`config.mk`:
```
export PLATFORM = sky130hd
export DESIGN_NAME = mult_div_unit
export DESIGN_NICKNAME = d
export VERILOG_FILES = /design/src/rtl/mult_div_unit.sv
export SDC_FILE = /design/constraint.sdc
export NUM_CORES = 1
export LEC_CHECK = 0
export CAP_MARGIN = 25
export CELL_PAD_IN_SITES_DETAIL_PLACEMENT = 1
export CELL_PAD_IN_SITES_GLOBAL_PLACEMENT = 2
export CORE_MARGIN = 8
export CORE_UTILIZATION = 35
export DETAILED_ROUTE_END_ITERATION = 10
export PLACE_DENSITY_LB_ADDON = 0.15
export SLEW_MARGIN = 20
export SYNTH_ARGS = -nofsm -noshare
export SYNTH_HDL_FRONTEND = slang
export SYNTH_SLANG_ARGS = --single-unit
```
`constraint.sdc`:
```
create_clock -name clock -period 3.72 [get_ports clock]
set_clock_uncertainty 0.05 [all_clocks]
set_input_delay 0.744 -clock clock [delete_from_list [all_inputs] [get_ports clock]]
set_output_delay 0.744 -clock clock [all_outputs]
set_load 0.05 [all_outputs]
```
`src/rtl/mult_div_unit.sv`:
```
// Multi-cycle integer multiply/divide unit with HI/LO result registers.
// Shift-add multiply and restoring divide, one bit per cycle, with sign
// correction applied once in a final FIX cycle.
//
// state | meaning
// ------+-----------------------------------------------------------------
// IDLE  | waiting for start; direct hi/lo writes accepted here
// RUN   | N iterations of shift-add or restoring divide
// FIX   | sign correction, hi/lo written, done pulsed
// ZDIV  | divide by zero: hi = dividend, lo = all ones, flag raised

module mult_div_unit #(
    parameter int N = 32
) (
    input  logic         clock,
    input  logic         reset,
    input  logic         start,
    input  logic [1:0]   op,
    input  logic [N-1:0] inA,
    input  logic [N-1:0] inB,
    input  logic         hi_write,
    input  logic         lo_write,
    input  logic [N-1:0] wdata,
    output logic         busy,
    output logic         done,
    output logic         div_by_zero,
    output logic [N-1:0] hi,
    output logic [N-1:0] lo
);

    localparam int CNT_W = $clog2(N + 1);

    typedef enum logic [1:0] {
        S_IDLE = 2'd0,
        S_RUN  = 2'd1,
        S_FIX  = 2'd2,
        S_ZDIV = 2'd3
    } state_t;

    state_t             state_q, state_d;
    logic               is_div_q, is_div_d;
    logic               neg_a_q, neg_a_d;
    logic               neg_b_q, neg_b_d;
    logic [N-1:0]       mcand_q, mcand_d;   // multiplicand, or divisor
    logic [2*N-1:0]     work_q, work_d;     // accumulator; low half is quotient for divides
    logic [N-1:0]       rem_q, rem_d;       // remainder always < divisor, so N bits hold it
    logic [CNT_W-1:0]   cnt_q, cnt_d;
    logic [N-1:0]       hi_q, hi_d;
    logic [N-1:0]       lo_q, lo_d;
    logic               busy_q, busy_d;
    logic               done_q, done_d;
    logic               dbz_q, dbz_d;

    logic               op_signed;
    logic               op_div;
    logic               a_neg_in;
    logic               b_neg_in;
    logic [N-1:0]       a_abs;
    logic [N-1:0]       b_abs;
    logic               div_zero_in;

    logic [N:0]         mul_sum;
    logic [2*N-1:0]     mul_next;
    logic [N:0]         div_shift;
    logic [N:0]         div_diff;
    logic               div_ok;
    logic [N-1:0]       rem_next;
    logic [N-1:0]       quo_next;

    logic               res_neg;
    logic [2*N-1:0]     prod_fix;
    logic [N-1:0]       quo_fix;
    logic [N-1:0]       rem_fix;
    logic               last_iter;

    // Operand conditioning at the start edge: magnitudes and signs for signed ops.
    always_comb begin
        op_signed   = op[0];
        op_div      = op[1];
        a_neg_in    = op_signed & inA[N-1];
        b_neg_in    = op_signed & inB[N-1];
        a_abs       = a_neg_in ? -inA : inA;
        b_abs       = b_neg_in ? -inB : inB;
        div_zero_in = op_div && (inB == '0);
    end

    // One iteration of each algorithm plus the final sign correction.
    always_comb begin
        mul_sum   = {1'b0, work_q[2*N-1:N]} + (work_q[0] ? {1'b0, mcand_q} : '0);
        mul_next  = {mul_sum, work_q[N-1:1]};

        // The partial remainder needs N+1 bits for the trial subtraction.
        div_shift = {rem_q, work_q[N-1]};
        div_diff  = div_shift - {1'b0, mcand_q};
        div_ok    = ~div_diff[N];
        rem_next  = div_ok ? div_diff[N-1:0] : div_shift[N-1:0];
        quo_next  = {work_q[N-2:0], div_ok};

        res_neg   = neg_a_q ^ neg_b_q;
        prod_fix  = res_neg ? -work_q : work_q;
        quo_fix   = res_neg ? -work_q[N-1:0] : work_q[N-1:0];
        // Remainder follows the dividend's sign (truncating division).
        rem_fix   = neg_a_q ? -rem_q : rem_q;

        last_iter = (cnt_q == CNT_W'(1));
    end

    // Next-state and register update logic for the sequencer.
    always_comb begin
        state_d  = state_q;
        is_div_d = is_div_q;
        neg_a_d  = neg_a_q;
        neg_b_d  = neg_b_q;
        mcand_d  = mcand_q;
        work_d   = work_q;
        rem_d    = rem_q;
        cnt_d    = cnt_q;
        hi_d     = hi_q;
        lo_d     = lo_q;
        busy_d   = busy_q;
        done_d   = 1'b0;
        dbz_d    = dbz_q;

        case (state_q)
            S_IDLE: begin
                if (start) begin
                    busy_d   = 1'b1;
                    dbz_d    = 1'b0;
                    is_div_d = op_div;
                    neg_a_d  = a_neg_in;
                    neg_b_d  = b_neg_in;
                    cnt_d    = CNT_W'(N);
                    rem_d    = '0;
                    if (div_zero_in) begin
                        // Keep the raw dividend so hi reports it unmodified.
                        state_d = S_ZDIV;
                        mcand_d = '0;
                        work_d  = {{N{1'b0}}, inA};
                    end else begin
                        state_d = S_RUN;
                        mcand_d = op_div ? b_abs : a_abs;
                        work_d  = {{N{1'b0}}, (op_div ? a_abs : b_abs)};
                    end
                end else begin
                    if (hi_write) begin
                        hi_d = wdata;
                    end
                    if (lo_write) begin
                        lo_d = wdata;
                    end
                end
            end

            S_RUN: begin
                cnt_d = cnt_q - CNT_W'(1);
                if (is_div_q) begin
                    rem_d  = rem_next;
                    work_d = {work_q[2*N-1:N], quo_next};
                end else begin
                    work_d = mul_next;
                end
                if (last_iter) begin
                    state_d = S_FIX;
                end
            end

            S_FIX: begin
                if (is_div_q) begin
                    hi_d = rem_fix;
                    lo_d = quo_fix;
                end else begin
                    hi_d = prod_fix[2*N-1:N];
                    lo_d = prod_fix[N-1:0];
                end
                done_d  = 1'b1;
                busy_d  = 1'b0;
                state_d = S_IDLE;
            end

            S_ZDIV: begin
                hi_d    = work_q[N-1:0];
                lo_d    = '1;
                dbz_d   = 1'b1;
                done_d  = 1'b1;
                busy_d  = 1'b0;
                state_d = S_IDLE;
            end

            default: begin
                state_d = S_IDLE;
                busy_d  = 1'b0;
            end
        endcase
    end

    // State and datapath registers, cleared asynchronously by reset.
    always_ff @(posedge clock or negedge reset) begin
        if (!reset) begin
            state_q  <= S_IDLE;
            is_div_q <= 1'b0;
            neg_a_q  <= 1'b0;
            neg_b_q  <= 1'b0;
            mcand_q  <= '0;
            work_q   <= '0;
            rem_q    <= '0;
            cnt_q    <= '0;
            hi_q     <= '0;
            lo_q     <= '0;
            busy_q   <= 1'b0;
            done_q   <= 1'b0;
            dbz_q    <= 1'b0;
        end else begin
            state_q  <= state_d;
            is_div_q <= is_div_d;
            neg_a_q  <= neg_a_d;
            neg_b_q  <= neg_b_d;
            mcand_q  <= mcand_d;
            work_q   <= work_d;
            rem_q    <= rem_d;
            cnt_q    <= cnt_d;
            hi_q     <= hi_d;
            lo_q     <= lo_d;
            busy_q   <= busy_d;
            done_q   <= done_d;
            dbz_q    <= dbz_d;
        end
    end

    assign busy        = busy_q;
    assign done        = done_q;
    assign div_by_zero = dbz_q;
    assign hi          = hi_q;
    assign lo          = lo_q;

endmodule

```
==> results of run 1 <==
[worst max-delay path by stage]
stage / to / slack (ns) / cells past startpoint
after global routing: rem_q[12] / 0.0002 / 12
after detailed placement: work_q[59] / 0.02 / 15
final: hi[31] / 0.16 / 10
after global placement: work_q[57] / 0.03 / 15
after floorplan: rem_q[31] / 0.30 / 13
after CTS: hi[31] / 0.09 / 10
[per-stage QoR]
| step | total power [W] | instances | setup WS [ns] |
|---|---|---|---|
| detailed placement | 0.0197 | 3077 | 0.0199 |
| floorplan | 0.0144 | 2244 | 0.300 |
| finish | 0.0228 | 3130 | 0.161 |
| global placement | 0.0194 | 3076 | 0.0319 |
| global route | 0.0245 | 3129 | 0.000236 |
| CTS | 0.0229 | 3129 | 0.0944 |
[worst max-delay path: cells and delay by family (launching register included)]
kind,cells,cell delay [ns]
simple gates,5,1.93
buf+inv,1,0.16
flops,1,0.42
compound gates,3,0.65
xor+xnor,1,0.25
[report_power, final]
| part | internal (W) | switching (W) |
|---|---|---|
| sequential | 0.00334 | 0.00120 |
| combinational | 0.00590 | 0.00934 |
| clock | 0.00194 | 0.00113 |
[per-layer routing]
layer	up-vias	share of wire [%]	track usage [%]
li1	8402	-	-
met1	8669	48	34.2
met2	405	45	40.8
met3	74	4.9	3.24
met4	2	1.9	5.55
met5	-	0.014	0
[repair_timing]
item	4_1_cts	5_1_grt
gates resized for setup	1	6
pin swaps	0	1
setup endpoints to repair	1	6
hold endpoints to repair	0	0
[cells in the final DEF (no fill, tap or decap), types with 10 or more instances in the layout]
cell type        Yosys  final
or4_1               10     10
ha_1                70     69
nor3_1              36     36
nand3_1             34     34
o211ai_1            21     21
a21oi_1            191    189
and3_1              11     11
xnor2_1            114    113
and2_1              22     22
xor2_1             106    104
nor2b_1             11     10
dfrtp_1            206    202
or3_1               28     28
o31ai_1             30     30
nand4_1             11     11
o22ai_1             44     44
o41ai_1             14     13
nor4_1              14     14
a31oi_1             35     35
inv_1               72     72
nor2_1             205    202
o221ai_1            12     12
buf_4                0    136
a21o_1              26     26
mux2_2              14     14
nand2_1            302    302
o21ai_0            227    227
a211oi_1            38     38
o21a_1              13     13
nand2b_1            24     24
clkdlybuf4s50_1      0    167
clkbuf_16            0     30
mux2i_1             53     53
[layout make-up]
cell class,instances,area [sq um],area share [%]
Antenna cell,1,2.50,0.0116
Sequential cell,206,5160,24.0
Inverter,73,274,1.27
Tap cell,664,831,3.86
Clock buffer,36,772,3.58
Clock inverter,16,263,1.22
Timing Repair Buffer,311,2840,13.2
Multi-Input combinational cell,1823,11400,52.9
[kinds of logic after synthesis]
family,count (synthesis),synth area share [%]
AOI/OAI and AO/OA,721,25.4
muxes,67,3.98
adders and majority gates,72,5.30
DFF,206,29.8
buffers and inverters,215,4.74
and+or+nand+nor,743,19.6
xor gates and xnor gates,220,11.1
[state kept, by name, indices dropped and copies added (netlist names)]
register and count:
work_q 64, done 1, lo 32, busy 1
cnt_q 6, state_q 2, mcand_q 32, neg_a_q 1
rem_q 32, is_div_q 1, neg_b_q 1, div_by_zero 1
hi 32
==> results_dict.tcl, run 1 <==
set metrics [dict create \
    syn_area_sq_um 17300 \
    cts.sinks 206 \
    synthTopCellsByCount "nand2_1 (302), o21ai_0 (227), dfrtp_1 (206), nor2_1 (205), a21oi_1 (191)" \
    postLayoutCoreUtil_pct 44.1 \
    std_cell_rows 81 \
    pin_count 170 \
    area_growth_pct 24.6 \
    clk_pin_slew_ns 0.06 \
    period_share_pct 95.7 \
    ys_warn_count 0 \
    critical_path_class "reg -> reg" \
    finalHoldWorstSlack_ns 0.122 \
    netlist.area_leader.share_pct 29.8 \
    h-tree-depth 1 \
    grt_pass1_vias 18300 \
    core_area_sq_um 48800 \
    placedInstanceArea_sq_um 20500 \
    initial_core_util_pct 35.4 \
    grtUsageTotal_pct 24.7 \
    synth_area_leaders "dfrtp_1 (30%), o21ai_0 (6.6%), nand2_1 (6.6%), xnor2_1 (5.8%), a21oi_1 (5.5%)" \
    synth_flop_cell "dfrtp_1" \
    fmax_ghz 0.281 \
    finalSetupViolations 0 \
    drt_iter0_drc 1051 \
    crit_path_start "rem_q[0]" \
    min_path_type "in -> async" \
    die_x_microns 238 \
    cts_buffers 28 \
    timing.rr.start "rem_q[0]" \
    ys_types 77 \
    worstPathArrival_ns 3.97 \
    cts_tree "built" \
    fin_crit_ns 3.56 \
    cpMaxStageDelayCell "nor4_1" \
    end_kind "flop" \
    drive_above_1_share_pct 9.82 \
    via_count 17600 \
    cp_cell_sequence "buf_4 > nor4_1 > nand4_1 > or3_1 > or3_1 > or3_1 > o31ai_1 > xnor2_1 > a21oi_1 > a21o_1" \
    cpMostUsedCell "or3_1" \
    drtPass1Iterations 5 \
    drc 0 \
    yosysMostFrequentCell "nand2_1" \
    reg2regPathDepth 10 \
    finalSetupTns_ns 0 \
    design_area_sq_um 21500 \
    grt_max_degree 88 \
    clkLatencyLatePin_ns 0.57 \
    crit_required_ns 4.13 \
    syn-num-nets 2419 \
    viasPerCell 5.61 \
    synth_edf_count 0 \
    ir_drop_mv 0.583 \
    drtAntennaViolNets 0 \
    cp_max_fo 4 \
    rsz0062_at_grt "false" \
    crit_path_max_incr_delay_ns 0.47 \
    portBuffers 169 \
    cts_hold_buffers 0 \
    antenna_found_initial 1 \
    slew_viol_final 0 \
    grt_pass1_wl_microns 111000 \
    rr_endpoint "hi[31]" \
    syn_area_per_cell_sq_um 7.71 \
    finalNetCount 2618 \
    synth_top_area_cell "dfrtp_1" \
    drt-wirelength-per-cell_microns 23.0 \
    hold_viol_final 0 \
    grt_overflow 0 \
    clockBufferDepth 3 \
    dieArea_sq_um 56800 \
    dieHeight_microns 238 \
    cellPowerDensity_nw_per_um2 1060 \
    synthCells 2244 \
    synthArstFlopShare_pct 100 \
    start_kind "flop" \
    totalWireLength_microns 72000 \
    cts_setup_buffers 0 \
    place_congestion 0.940 \
    maxSlewHeadroom_pct 32.6 \
    leakage_nw 9.10 \
    cts_root_buf "clkbuf_16" \
    nFillCells 5991 \
    status "completed" \
    synth_seq_area_share_pct 29.8 \
    drv_cap 0 \
    hpwl_microns 58100 \
    worst_slew_pin_slew_ns 1.00 \
    reg2reg_setup_slack_ns 0.16 \
    ys_seq_elements 206 \
]
Power figures use the tool's default switching activity.
==> run 2: changes to the inputs <==
--- a/config.mk
+++ b/config.mk
@@ -8,6 +8,7 @@
 export CAP_MARGIN = 25
 export CELL_PAD_IN_SITES_DETAIL_PLACEMENT = 1
 export CELL_PAD_IN_SITES_GLOBAL_PLACEMENT = 2
+export CORE_ASPECT_RATIO = 1.25
 export CORE_MARGIN = 8
 export CORE_UTILIZATION = 35
 export DETAILED_ROUTE_END_ITERATION = 10
==> run 2 against run 1 <==
Compared with the run above: global-route usage up 0.066 points; register-to-register slack about the same; design area down 0.82%; via count down 0.49%; maximum frequency down 0.32%; sequential power down 3%; total power down 2.9%; combinational power about the same; clock power down 21%; sequential cell count unchanged; critical path depth up 1; first-iteration DRC count down 9.2%; critical endpoint is now hi[29]; largest power group unchanged.
==> results_dict.tcl, run 2 (same netlist as run 1, synthesis figures left out) <==
set metrics [dict create \
    nFillCells 5995 \
    core_area_sq_um 49100 \
    multi_input_area_sq_um 11400 \
    pwr-share-clk_pct 10.9 \
    finalHoldWorstSlack_ns 0.0820 \
    grt_overflow 0 \
    design_area_sq_um 21400 \
    met3_length_microns 2630 \
    drtAntennaViolNets 0 \
    dieHeight_microns 265 \
    drv_cap 0 \
    hpwl_microns 59000 \
    cts.sinks 206 \
    drive_above_1_share_pct 9.92 \
    routed-wl-met2_microns 35500 \
    ctsResizeCount 0 \
    cts_buffers 24 \
    grtUsageTotal_pct 24.8 \
    cts_root_buf "clkbuf_16" \
    ir_drop_mv 0.517 \
    drt_iter0_drc 954 \
    postLayoutCoreUtil_pct 43.5 \
    fmax_ghz 0.280 \
    reg2regPathDepth 11 \
    cp_cell_sequence "nor4_1 > nand4_1 > buf_4 > or3_1 > or3_1 > or3_1 > buf_4 > o31ai_1 > xnor2_1 > mux2i_1 > o21ai_1" \
    reg2reg_setup_slack_ns 0.15 \
    grt_pass1_wl_microns 112000 \
    placedInstanceArea_sq_um 20600 \
    drc 0 \
    cts_hold_buffers 0 \
    die_x_microns 215 \
    p_sw_share_pct 51.8 \
    portBuffers 169 \
    dieArea_sq_um 56800 \
    rsz0062_at_grt "false" \
    m1WireLength_microns 32100 \
    worst_slew_pin_slew_ns 1.05 \
    maxSlewHeadroom_pct 29.3 \
    viasPerCell 5.60 \
    cp_max_fo 5 \
    cpMostUsedCell "or3_1" \
    power_frac_seq_pct 19.9 \
    slew_viol_final 0 \
    end_kind "flop" \
    clkLatencyLatePin_ns 0.56 \
    cts_tree "built" \
    initial_core_util_pct 35.2 \
    pin_count 170 \
    internal_power_w 0.0107 \
    start_kind "flop" \
    fin_crit_ns 3.57 \
    largest_reg_flops 64 \
    switchingPower_w 0.0115 \
    worstPathArrival_ns 3.99 \
    crit_path_max_incr_delay_ns 0.54 \
    drtPass1Iterations 6 \
    period_share_pct 96.0 \
    leakage_nw 9.06 \
    antenna_found_initial 0 \
    total_power_w 0.0222 \
    via_count 17500 \
    grt_pass1_vias 18500 \
    place_congestion 0.915 \
    clk_pin_slew_ns 0.06 \
    crit_cells 11 \
    regMostFlops "work_q" \
    path_buf_inv 2 \
    totalWireLength_microns 72300 \
    std_cell_rows 91 \
    finalNetCount 2629 \
    min_path_type "in -> async" \
    seq_area_sq_um 5160 \
    final_cell_mix "nand2_1 (302), o21ai_0 (226), nor2_1 (202), dfrtp_1 (202), a21oi_1 (189)" \
    finalSetupTns_ns 0 \
    combPwrFrac_pct 69.2 \
    hold_viol_final 0 \
    critical_path_class "reg -> reg" \
    n_antenna_cell 0 \
    finalSetupViolations 0 \
    final_common_cell "nand2_1" \
    cellPowerDensity_nw_per_um2 1040 \
    cts_setup_buffers 0 \
    dr.max_layer_used "met4" \
    drt-wirelength-per-cell_microns 23.2 \
    grt_max_degree 68 \
    status "completed" \
    clockBufferDepth 3 \
    crit_required_ns 4.14 \
    path_delay_family "simple AND/OR/NAND/NOR gates" \
    cpMaxStageDelayCell "nor4_1" \
    area_growth_pct 23.6 \
    h-tree-depth 1 \
]
[run 2: changes by cell type in the layout (fill, tap and decap cells not counted), sizes merged]
cell	before	now
bufinv	7	1
clkinvlp	3	0
buf	143	159
clkinv	7	6
diode	1	0
clkbuf	37	36
[run 2: area by class of cell]
cell class	instances	area share [%]
clock buffers	36	3.40
well taps	651	3.81
clock inverters	6	0.258
repair buffers	326	13.9
flip-flops and latches	206	24.2
multi-input cells	1823	53.2
inverters	73	1.28
[run 2: worst paths after layout]
kind / endpoint / start
max: hi[29] / rem_q[0]
min: lo[26] / reset
max reg2reg: hi[29] / rem_q[0]
min reg2reg: lo[5] / lo[5]
max in group asynchronous: work_q[22] / reset
min in group clock: lo[5] / lo[5]
[run 2: power groups by stage]
stage / Combinational (W) / Clock (W) / Sequential (W)
after floorplan: 0.00908 / 0 / 0.00532
after global placement: 0.0151 / 0 / 0.00439
after detailed placement: 0.0153 / 0 / 0.00445
after CTS: 0.0154 / 0.00249 / 0.00441
after global routing: 0.0168 / 0.00255 / 0.00456
final: 0.0154 / 0.00241 / 0.00441
[run 2: layer usage]
layer  GRT usage (%)  vias to the layer above
met5               0                        -
met3            2.31                       83
met1            31.4                     8570
li1                -                     8428
met2            44.1                      385
met4            7.55                        0
[run 2: worst reg2reg max path, cell delays in order (launching register included)]
cell and delay (ns):
dfrtp_1 0.46, nor4_1 0.54, nand4_1 0.20, buf_4 0.19, or3_1 0.38, or3_1 0.40
or3_1 0.35, buf_4 0.15, o31ai_1 0.24, xnor2_1 0.25, mux2i_1 0.15, o21ai_1 0.13
[run 2: per-stage QoR]
step	instances	setup WS [ns]
2_1_floorplan	2244	0.300
3_3_place_gp	3079	0.173
3_5_place_dp	3079	0.0699
4_1_cts	3121	0.118
5_1_grt	3121	0.00830
6_report	3121	0.150
